### src/rtl/stream_demux_n.sv
// Packet-aware 1:N stream demultiplexer with one registered slot per channel.
// The channel is locked on the first beat; invalid selects are dropped and counted.
module stream_demux_n #(
    parameter int DATA_W = 8,
    parameter int N_OUT  = 4,
    parameter int SEL_W  = $clog2(N_OUT),
    parameter int CNT_W  = 8
) (
    input  logic                    clk,
    input  logic                    rst,
    input  logic [DATA_W-1:0]       in_data,
    input  logic                    in_valid,
    input  logic                    in_last,
    input  logic [SEL_W-1:0]        in_sel,
    output logic                    in_ready,
    output logic [N_OUT*DATA_W-1:0] out_data,
    output logic [N_OUT-1:0]        out_last,
    output logic [N_OUT-1:0]        out_valid,
    input  logic [N_OUT-1:0]        out_ready,
    output logic                    drop_pulse,
    output logic [CNT_W-1:0]        drop_cnt
);

    typedef enum logic [1:0] {
        IDLE  = 2'd0,
        ROUTE = 2'd1,
        DROP  = 2'd2
    } state_e;

    state_e                    state_q;
    logic [SEL_W-1:0]          ch_q;
    logic [N_OUT-1:0]          valid_q, valid_d;
    logic [N_OUT-1:0]          last_q, last_d;
    logic [N_OUT*DATA_W-1:0]   data_q, data_d;
    logic [CNT_W-1:0]          cnt_q;
    logic                      pulse_q;

    logic [N_OUT-1:0] free, sel_hit, ch_hit, wr;
    logic             sel_ok, sel_free, ch_free;
    logic             rdy, acc, drop_last;

    always_comb begin
        free     = ~valid_q | out_ready;
        sel_hit  = '0;
        ch_hit   = '0;
        sel_ok   = 1'b0;
        sel_free = 1'b0;
        ch_free  = 1'b0;
        // Per-channel decode keeps out-of-range selects from ever matching
        for (int k = 0; k < N_OUT; k++) begin
            sel_hit[k] = (in_sel == SEL_W'(k));
            ch_hit[k]  = (ch_q == SEL_W'(k));
            sel_ok     = sel_ok | sel_hit[k];
            sel_free   = sel_free | (sel_hit[k] & free[k]);
            ch_free    = ch_free | (ch_hit[k] & free[k]);
        end
        rdy = 1'b0;
        wr  = '0;
        unique case (state_q)
            IDLE: begin
                rdy = sel_ok ? sel_free : 1'b1;
                wr  = sel_hit;
            end
            ROUTE: begin
                rdy = ch_free;
                wr  = ch_hit;
            end
            DROP:    rdy = 1'b1;
            default: rdy = 1'b0;
        endcase
        rdy       = rdy & ~rst;
        acc       = in_valid & rdy;
        wr        = wr & {N_OUT{acc}};
        drop_last = acc & in_last &
                    (((state_q == IDLE) & ~sel_ok) | (state_q == DROP));
    end

    always_comb begin
        valid_d = valid_q;
        last_d  = last_q;
        data_d  = data_q;
        for (int k = 0; k < N_OUT; k++) begin
            if (wr[k]) begin
                valid_d[k]                   = 1'b1;
                last_d[k]                    = in_last;
                data_d[k*DATA_W +: DATA_W]   = in_data;
            end else if (valid_q[k] && out_ready[k]) begin
                valid_d[k]                   = 1'b0;
                last_d[k]                    = 1'b0;
                data_d[k*DATA_W +: DATA_W]   = '0;
            end
        end
    end

    always_ff @(posedge clk) begin
        if (rst) begin
            state_q <= IDLE;
            ch_q    <= '0;
            cnt_q   <= '0;
            pulse_q <= 1'b0;
            valid_q <= '0;
            last_q  <= '0;
            data_q  <= '0;
        end else begin
            valid_q <= valid_d;
            last_q  <= last_d;
            data_q  <= data_d;
            pulse_q <= drop_last;
            if (drop_last && cnt_q != {CNT_W{1'b1}})
                cnt_q <= cnt_q + 1'b1;
            if (acc) begin
                unique case (state_q)
                    IDLE: begin
                        if (sel_ok) begin
                            ch_q <= in_sel;
                            if (!in_last) state_q <= ROUTE;
                        end else if (!in_last) begin
                            state_q <= DROP;
                        end
                    end
                    ROUTE, DROP: if (in_last) state_q <= IDLE;
                    default:     state_q <= IDLE;
                endcase
            end
        end
    end

    assign in_ready   = rdy;
    assign out_data   = data_q;
    assign out_last   = last_q;
    assign out_valid  = valid_q;
    assign drop_pulse = pulse_q;
    assign drop_cnt   = cnt_q;

endmodule
### config.mk
export PLATFORM = sky130hd
export DESIGN_NAME = stream_demux_n
export DESIGN_NICKNAME = d
export VERILOG_FILES = /design/src/rtl/stream_demux_n.sv
export SDC_FILE = /design/constraint.sdc
export NUM_CORES = 1
export LEC_CHECK = 0
export CAP_MARGIN = 40
export CORE_AREA = 2 2 80 82
export CTS_BUF_LIST = sky130_fd_sc_hd__clkbuf_16
export CTS_CLUSTER_DIAMETER = 40
export DETAILED_ROUTE_END_ITERATION = 8
export DIE_AREA = 0 0 82 84
export PLACE_DENSITY = 0.69
export SETUP_SLACK_MARGIN = 0.1
export SLEW_MARGIN = 5
export SYNTH_ARGS = -nofsm -noshare
export SYNTH_HDL_FRONTEND = slang
export SYNTH_SLANG_ARGS = --single-unit
export TNS_END_PERCENT = 20
### constraint.sdc
create_clock -name clk -period 1.8 [get_ports clk]
set_input_delay 0.27 -clock clk [delete_from_list [all_inputs] [get_ports clk]]
set_output_delay 0.27 -clock clk [all_outputs]
set_load 0.03 [all_outputs]
## After elaboration in Yosys (flattened, before gate mapping)

Cells that the tools add are included.

| operators by class | value |
|---|---|
| add/subtract/negate cells | 1 |
| $mul | 0 |
| divide/modulo/power cells | 0 |
| $lt $le $gt $ge | 0 |
| equal/unequal tests | 11 |
| shifts and indexed selects | 0 |
| muxes and demuxes | 28 |
| bitwise gates (word level) | 28 |
| reduce and logical (&&, ||, !) cells | 15 |

Operator list:

| kind | number |
|---|---|
| 8-bit two-way mux | 8 |
| 1-bit AND | 13 |
| 1-bit two-way mux | 13 |
| 2-bit == test (second input constant) | 5 |
| 1-bit bitwise OR | 10 |
| 8-bit by 1-bit adder with 8-bit output (second input constant) | 1 |
| 2-bit two-way mux | 4 |
| 8-bit != test (second input constant) | 1 |
| 4-bit one-hot mux with 2 select lines | 1 |
| 2-bit nonzero test | 4 |
| 2-bit by 1-bit == test with 1-bit output (second input constant) | 3 |
| 2-bit zero test | 3 |
| 3-bit AND reduction | 2 |
| 1-bit logical AND | 5 |
| 4-bit AND | 1 |
| 2-bit != test (second input constant) | 2 |
| 4-bit NOT | 1 |
| 4-bit bitwise OR | 1 |
| 2-bit one-hot mux with 2 select lines | 1 |
| 1-bit one-hot mux with 3 select lines | 1 |
| 1-bit NOT | 2 |
| 2-bit OR reduction | 1 |

| storage, ports and cells | value |
|---|---|
| bits in registers | 53 |
| bits in latches | 0 |
| RAM bits | 0 |
| memory bits (read-only) | 0 |
| input bits | 18 |
| output and inout port bits | 50 |
| logic and storage cells | 99 |
| memories | 0 |

## Logic depth before layout (Yosys ltp)

Gate-level depths: netlist of the first run.

| logic depth | value |
|---|---|
| word-level depth | 13 |
| depth in mapped cells | 8 |
| gate-level depth less buffers | 7 |

## Worst setup path after synthesis of the first run

Ideal clock, no wire load.

| timing | value |
|---|---|
| path kind | reg2reg |
| from | reg state_q[0] |
| to | reg ch_q[1] |
| library setup time | 0.123 ns |
| data arrival time | 1.802 ns |
| data required time | 1.677 ns |
| slack | -0.125 ns |
| cell stages (with the launch flop) | 8 |
| path buffers | 0 |
| clock period less this slack | 1.925 ns |
| cells stage by stage | dfxtp_1 inv_1 ha_1 nand2_1 o22ai_2 a21o_1 o311ai_2 mux2_1 |

| on the way | value |
|---|---|
| cells in the longest elaborated chain, start to end | 5 |
| elaborated cells between the ends (all ways) | 7 |
| classes of those cells | 2 x eq/ne; 1 x mux; 2 x bitwise; 2 x reduce/logical |

Ends and longest elaborated chain:

| element | RTL line | text |
|---|---|---|
| start, declared | 30 | `state_e state_q;` |
| start signal, assigned | 97 | `state_q <= IDLE;` |
| start signal, assigned | 116 | `if (!in_last) state_q <= ROUTE;` |
| start signal, assigned | 118 | `state_q <= DROP;` |
| 2-bit == test (tied with other cells) | 59 | `unique case (state_q)` |
| 1-bit one-hot mux with 3 select lines | 59 |  |
| 1-bit AND | 71 | `rdy = rdy & ~rst;` |
| 1-bit AND | 72 | `acc = in_valid & rdy;` |
| 3-bit AND reduction (no source line) * | n/a |  |
| end signal, assigned | 115 | `ch_q <= in_sel;` |
| end, declared | 31 | `logic [SEL_W-1:0] ch_q;` |

Mark *: on every way between the ends. The rest lies on a longest branch, timed or not.
A chain may end at the register's enable or synchronous reset.

## Worst setup path after layout of the first run

| timing | value |
|---|---|
| from | reg state_q[1] |
| to | out in_ready |

| on the way | value |
|---|---|
| cells in the longest elaborated chain, start to end | 3 |
| elaborated cells between the ends (all ways) | 5 |
| classes of those cells | 2 x eq/ne; 1 x mux; 1 x bitwise; 1 x reduce/logical |

Ends and longest elaborated chain:

| element | RTL line | text |
|---|---|---|
| 2-bit == test (tied with other cells) | 59 |  |
| 1-bit one-hot mux with 3 select lines * | 59 |  |
| 1-bit AND * | 71 |  |
| end, declared | 15 | `output logic in_ready,` |

Marks and branches as above.

==> flow_summary.json, run 1 <==
{
  "report.final.slew_viol_count": 0,
  "ys_types": 36,
  "synth_nets": 264,
  "gp_congestion": 0.858,
  "yosys.area.top_type_share": 0.448,
  "end_kind": "output pin",
  "io-pin-count": 68,
  "grt_usage": 0.199,
  "grt_overflow": 0,
  "grt_pass1_vias": 2195,
  "clk_path_buf_depth": 2,
  "setup_viol": 11,
  "die_h_um": 84,
  "maxCapViolCount": 0,
  "hold_viol": 0,
  "synthFlopType": "dfxtp_1",
  "n_fill_cell": 478,
  "antenna_found_initial": 0,
  "area_growth_pct": 66.6,
  "port_buffers": 67,
  "worst_pin_slew_ns": 0.522,
  "fin_ws_ns": -0.108,
  "register_area_um2": 1080,
  "num_rows": 29,
  "detail_route.wirelength_mm": 6.85,
  "syn-cell-area_um2": 2370,
  "synth_edf_count": 0,
  "status": "finished with violations",
  "power.density_nw_per_um2": 827,
  "syn_area_per_cell_um2": 9.83,
  "cts_num_sinks": 53,
  "grt_max_degree": 19,
  "dp_cells": 412,
  "ir_worst_vdd_mv": 0.452,
  "violations": "setup timing",
  "worst_setup_hold_path_clk_slew_ns": 0.07,
  "drive_gt1_frac": 0.291,
  "initial_core_util": 0.389,
  "diodes": 0,
  "async_flop_share": 0,
  "grt_first_pass_wirelength_mm": 10.6,
  "ys_seq_area_frac": 0.448,
  "dr.max_layer_used": "met4",
  "crit_path_max_fanout": 3,
  "synthTopCellsByArea": "dfxtp_1 45%, mux2i_1 16%, nand2_1 7.0%",
  "cts_max_level": 2,
  "multi_input_area_um2": 1500,
  "cts_root_buffer": "clkbuf_16",
  "synthCells": 241,
  "p_leak_nw": 1.79,
  "yosys_warnings": 0,
  "final_antenna_net_count": 0,
  "tritoncts": "done",
  "required_ns": 1.53,
  "post-route-period-util": 1.06,
  "max_freq_mhz": 524,
  "instances_no_fill": 435,
  "wl_met1_mm": 2.91,
  "dr_wl_met3_um": 401,
  "vias_per_cell": 5.10,
  "skew_ns": 0.00643,
  "drtPass1Iterations": 4,
  "die_area_um2": 6890,
  "rsz0062_at_grt": "true",
  "vias": 2217,
  "critPathLaunchType": "flip-flop",
  "crit_arrival_ns": 1.64,
  "hp-class": "in2reg",
  "slew-limit-headroom": 0.652,
  "dp_hpwl_mm": 4.54,
  "final_nets": 380,
  "period_needed_ns": 1.91,
  "drcViolationCount": 0,
  "clkLatencyLatePin_ns": 0.29,
  "crit_type": "reg2out",
  "cts_buffers": 5,
  "yosysTopAreaCell": "dfxtp_1",
  "wl_per_cell_um": 15.7,
  "synth-seq-cells": 53,
  "first_iter_violations": 83,
  "core_um2": 6100,
  "dr_wl_met2_mm": 3.44,
  "die_w_um": 82,
  "fin_setup_tns_ns": -0.371
}
-- final timing paths --
check / start / to / slack, ns / depth (start not counted)
max: state_q[1] / in_ready / -0.11 / 7
min: out_ready[2] / out_valid[2] / 0.43 / 3
max reg2reg: state_q[0] / out_data[28] / -0.05 / 8
min reg2reg: out_data[11] / out_data[11] / 0.46 / 2
-- layout by cell type (no fill, tap or decap), types with 6 or more instances in the layout --
cell	count
clkdlybuf4s50_1	54
dlygate4sd2_1	6
buf_4	38
dfxtp_1	47
nor2_1	9
nand2_1	42
a21oi_1	6
dlymetal6s2s_1	6
mux2i_1	37
buf_6	10
nand2b_1	15
-- where the power goes --
group | internal (mW) | switching [mW]
logic | 0.497 | 0.502
clock network | 0.526 | 0.448
registers | 1.24 | 0.0573
total | 2.26 | 1.01
-- metal layers --
metal  vias to the layer above  GRT usage
li1                       1076          -
met1                      1067      0.246
met2                        66      0.339
met3                         8     0.0476
met4                         0     0.0530
met5                         -          0
-- flip-flops by register name, indices dropped and copies added (netlist names) --
signal and count:
ch_q 2, drop_pulse 1, out_valid 4, drop_cnt 8, out_last 4, state_q 2, out_data 32
-- cell type report --
| cell class | instances | share of cell area |
|---|---|---|
| clock buffers | 5 | 0.0317 |
| clock inverters | 3 | 0.00665 |
| inverters | 5 | 0.00602 |
| multi-input cells | 176 | 0.379 |
| flip-flops and latches | 53 | 0.272 |
| well taps | 77 | 0.0244 |
| repair buffers | 116 | 0.280 |
-- critical path, stage by stage, from the launching register on --
cell,delay [ns]
dfxtp_2,0.35
inv_4,0.05
ha_4,0.17
nand2_4,0.08
o22ai_4,0.07
a21o_4,0.21
o31a_1,0.26
buf_6,0.15
-- timing repair --
item	in CTS	in global routing
resized for setup	45	26
cloned	3	0
hold buffers	0	0
pin swaps	11	14
setup endpoints to repair	52	58
buffers inserted	9	3
-- Yosys cell counts, types with 5 or more instances --
library cell / instances
dfxtp_1: 53
nand2_1: 44
mux2i_1: 37
nand2b_1: 16
a21oi_1: 10
nor2_1: 10
nor3_1: 6
ha_1: 5
xnor2_1: 5
-- metrics by stage --
stage	setup slack, ns	hold WS (ns)	cell area (um2)	power, mW	util
2_1_floorplan	0.0432	0.395	2410	1.74	-
3_3_place_gp	-0.349	0.447	3380	2.04	0.555
3_5_place_dp	-0.412	0.453	3380	2.05	0.555
4_1_cts	-0.156	0.425	3800	3.23	0.624
5_1_grt	-0.160	0.456	3950	3.39	0.648
6_report	-0.108	0.426	3950	3.27	0.648
-- cells by family (layout without fill, tap and decap cells) --
kind of cell / after synthesis / count (layout) / synth area share
AND/OR/NAND/NOR: 95 / 95 / 0.203
XOR/XNOR: 5 / 5 / 0.0185
AO/OA/AOI/OAI: 33 / 33 / 0.112
buffers and inverters: 12 / 129 / 0.0317
multiplexers: 38 / 38 / 0.161
flip-flops: 53 / 53 / 0.448
adder cells (fa/ha/maj): 5 / 5 / 0.0264
No activity file was read; power rests on OpenSTA's default activity.
==> run 2, diff against run 1 <==
Settings changed: CAP_MARGIN 40 to 10.
==> results of run 2 <==
Final layout, timing and power as in run 1 (identical DEF).
==> run 3, diff against run 2 <==
Settings changed: CELL_PAD_IN_SITES_DETAIL_PLACEMENT set to 1, CELL_PAD_IN_SITES_GLOBAL_PLACEMENT set to 2, CORE_AREA 2 2 80 82 to 5 5 102 104, DIE_AREA 0 0 82 84 to 0 0 107 109, PLACE_DENSITY 0.69 to 0.73.
==> flow_summary.json, run 3 (synthesis gave the netlist of run 1 again) <==
{
  "wl_per_cell_um": 16.2,
  "p_total_mw": 3.38,
  "violations": "setup timing",
  "die_h_um": 109,
  "status": "finished with violations",
  "die_w_um": 107,
  "area_growth_pct": 68.1,
  "clk_path_buf_depth": 2,
  "fin_ws_ns": -0.178,
  "grt_pass1_vias": 2359,
  "mostFrequentLayoutCells": "53 x clkdlybuf4s50_1, 47 x dfxtp_1, 42 x nand2_1, 37 x buf_4, 36 x mux2i_1",
  "switching_share": 0.297,
  "diodes": 0,
  "grt_usage": 0.133,
  "max_freq_mhz": 506,
  "cts_num_sinks": 53,
  "vias_per_cell": 4.62,
  "pwr-share-clk": 0.327,
  "worst_pin_slew_ns": 0.775,
  "clkLatencyLatePin_ns": 0.29,
  "p_leak_nw": 1.79,
  "switchingPower_mw": 1.00,
  "gp_congestion": 0.774,
  "period_needed_ns": 1.98,
  "ir_worst_vdd_mv": 0.348,
  "die_area_um2": 11700,
  "pre_cts_ws_ns": -0.427,
  "initial_core_util": 0.251,
  "cts_buffers": 5,
  "post_dp_cell_area_um2": 3510,
  "layout_commonest_cell": "clkdlybuf4s50_1",
  "hp-class": "reg2reg",
  "crit_arrival_ns": 1.71,
  "fin_setup_tns_ns": -1.15,
  "power.density_nw_per_um2": 849,
  "combPwrFrac": 0.289,
  "report.final.slew_viol_count": 0,
  "tritoncts": "done",
  "grt_overflow": 0,
  "worst_setup_hold_path_clk_slew_ns": 0.07,
  "skew_ns": 0.00413,
  "largest_register_ffs": 32,
  "crit_type": "reg2out",
  "cts_max_level": 2,
  "port_buffers": 67,
  "num_rows": 36,
  "rsz0062_at_grt": "true",
  "final_nets": 380,
  "drive_gt1_frac": 0.279,
  "n_fill_cell": 1064,
  "required_ns": 1.53,
  "hold_viol": 0,
  "io-pin-count": 68,
  "end_kind": "output pin",
  "crit_path_max_fanout": 7,
  "final_area_um2": 3980,
  "dp_hpwl_mm": 5.68,
  "detail_route.wirelength_mm": 7.65,
  "cts_root_buffer": "clkbuf_16",
  "antenna_found_initial": 0,
  "setup_viol": 28,
  "first_iter_violations": 46,
  "vias": 2181,
  "pwr-share-seq": 0.384,
  "maxCapViolCount": 0,
  "grt_first_pass_wirelength_mm": 12.1,
  "drcViolationCount": 0,
  "slew-limit-headroom": 0.483,
  "final_antenna_net_count": 0,
  "grt_max_degree": 18,
  "whs_ns": 0.458,
  "critPathLaunchType": "flip-flop",
  "core_um2": 9460,
  "p_int_mw": 2.38,
  "post-route-period-util": 1.10,
  "drtPass1Iterations": 4
}
run 3: layer usage:
metal	track usage	vias up	routed length, um
met5	0	-	0
met4	0.0329	0	71
met3	0.0326	8	384
met2	0.243	53	3900
met1	0.155	1046	3290
li1	-	1074	-
run 3: area by class of cell:
| cell class | instances | area [um2] | area share |
|---|---|---|---|
| multi-input combinational | 176 | 1460 | 0.366 |
| timing repair buffer | 116 | 1120 | 0.281 |
| sequential | 53 | 1070 | 0.270 |
| tap | 114 | 143 | 0.0358 |
| clock buffer | 5 | 125 | 0.0314 |
| clock inverter | 3 | 43.8 | 0.0110 |
| inverter | 5 | 23.8 | 0.00597 |
run 3: critical path: stages (launching register included):
cell	delay [ns]
dfxtp_4	0.40
inv_4	0.05
ha_4	0.16
buf_4	0.16
o21a_4	0.15
o31a_1	0.34
buf_12	0.16
run 3: repair_timing:
action                     CTS  global route
setup buffers                4             2
setup endpoints to repair   54            58
pin swaps                    8            16
hold buffers                 0             0
resized for setup           38            25
cloned                       1             0
run 3: path summary, 6_finish.rpt:
kind / start / to / slack (ns) / cells after the start
max: state_q[0] / in_ready / -0.18 / 6
min: out_data[5] / out_data[5] / 0.46 / 2
max reg2reg: state_q[0] / out_data[1] / -0.11 / 9
min reg2reg: out_data[5] / out_data[5] / 0.46 / 2
run 3: power by group through the flow:
stage	clock, mW	sequential, mW	combinational (mW)
3_5_place_dp	0	1.31	0.812
2_1_floorplan	0	1.38	0.359
5_1_grt	1.19	1.31	1.05
6_report	1.11	1.30	0.978
4_1_cts	1.14	1.30	0.942
3_3_place_gp	0	1.31	0.797
run 3: stage by stage:
step                      std cells  utilization
after CTS                       470        0.407
final                           472        0.421
after floorplan                 241            -
after global routing            472        0.421
after global placement          457        0.371
after detailed placement        457        0.371
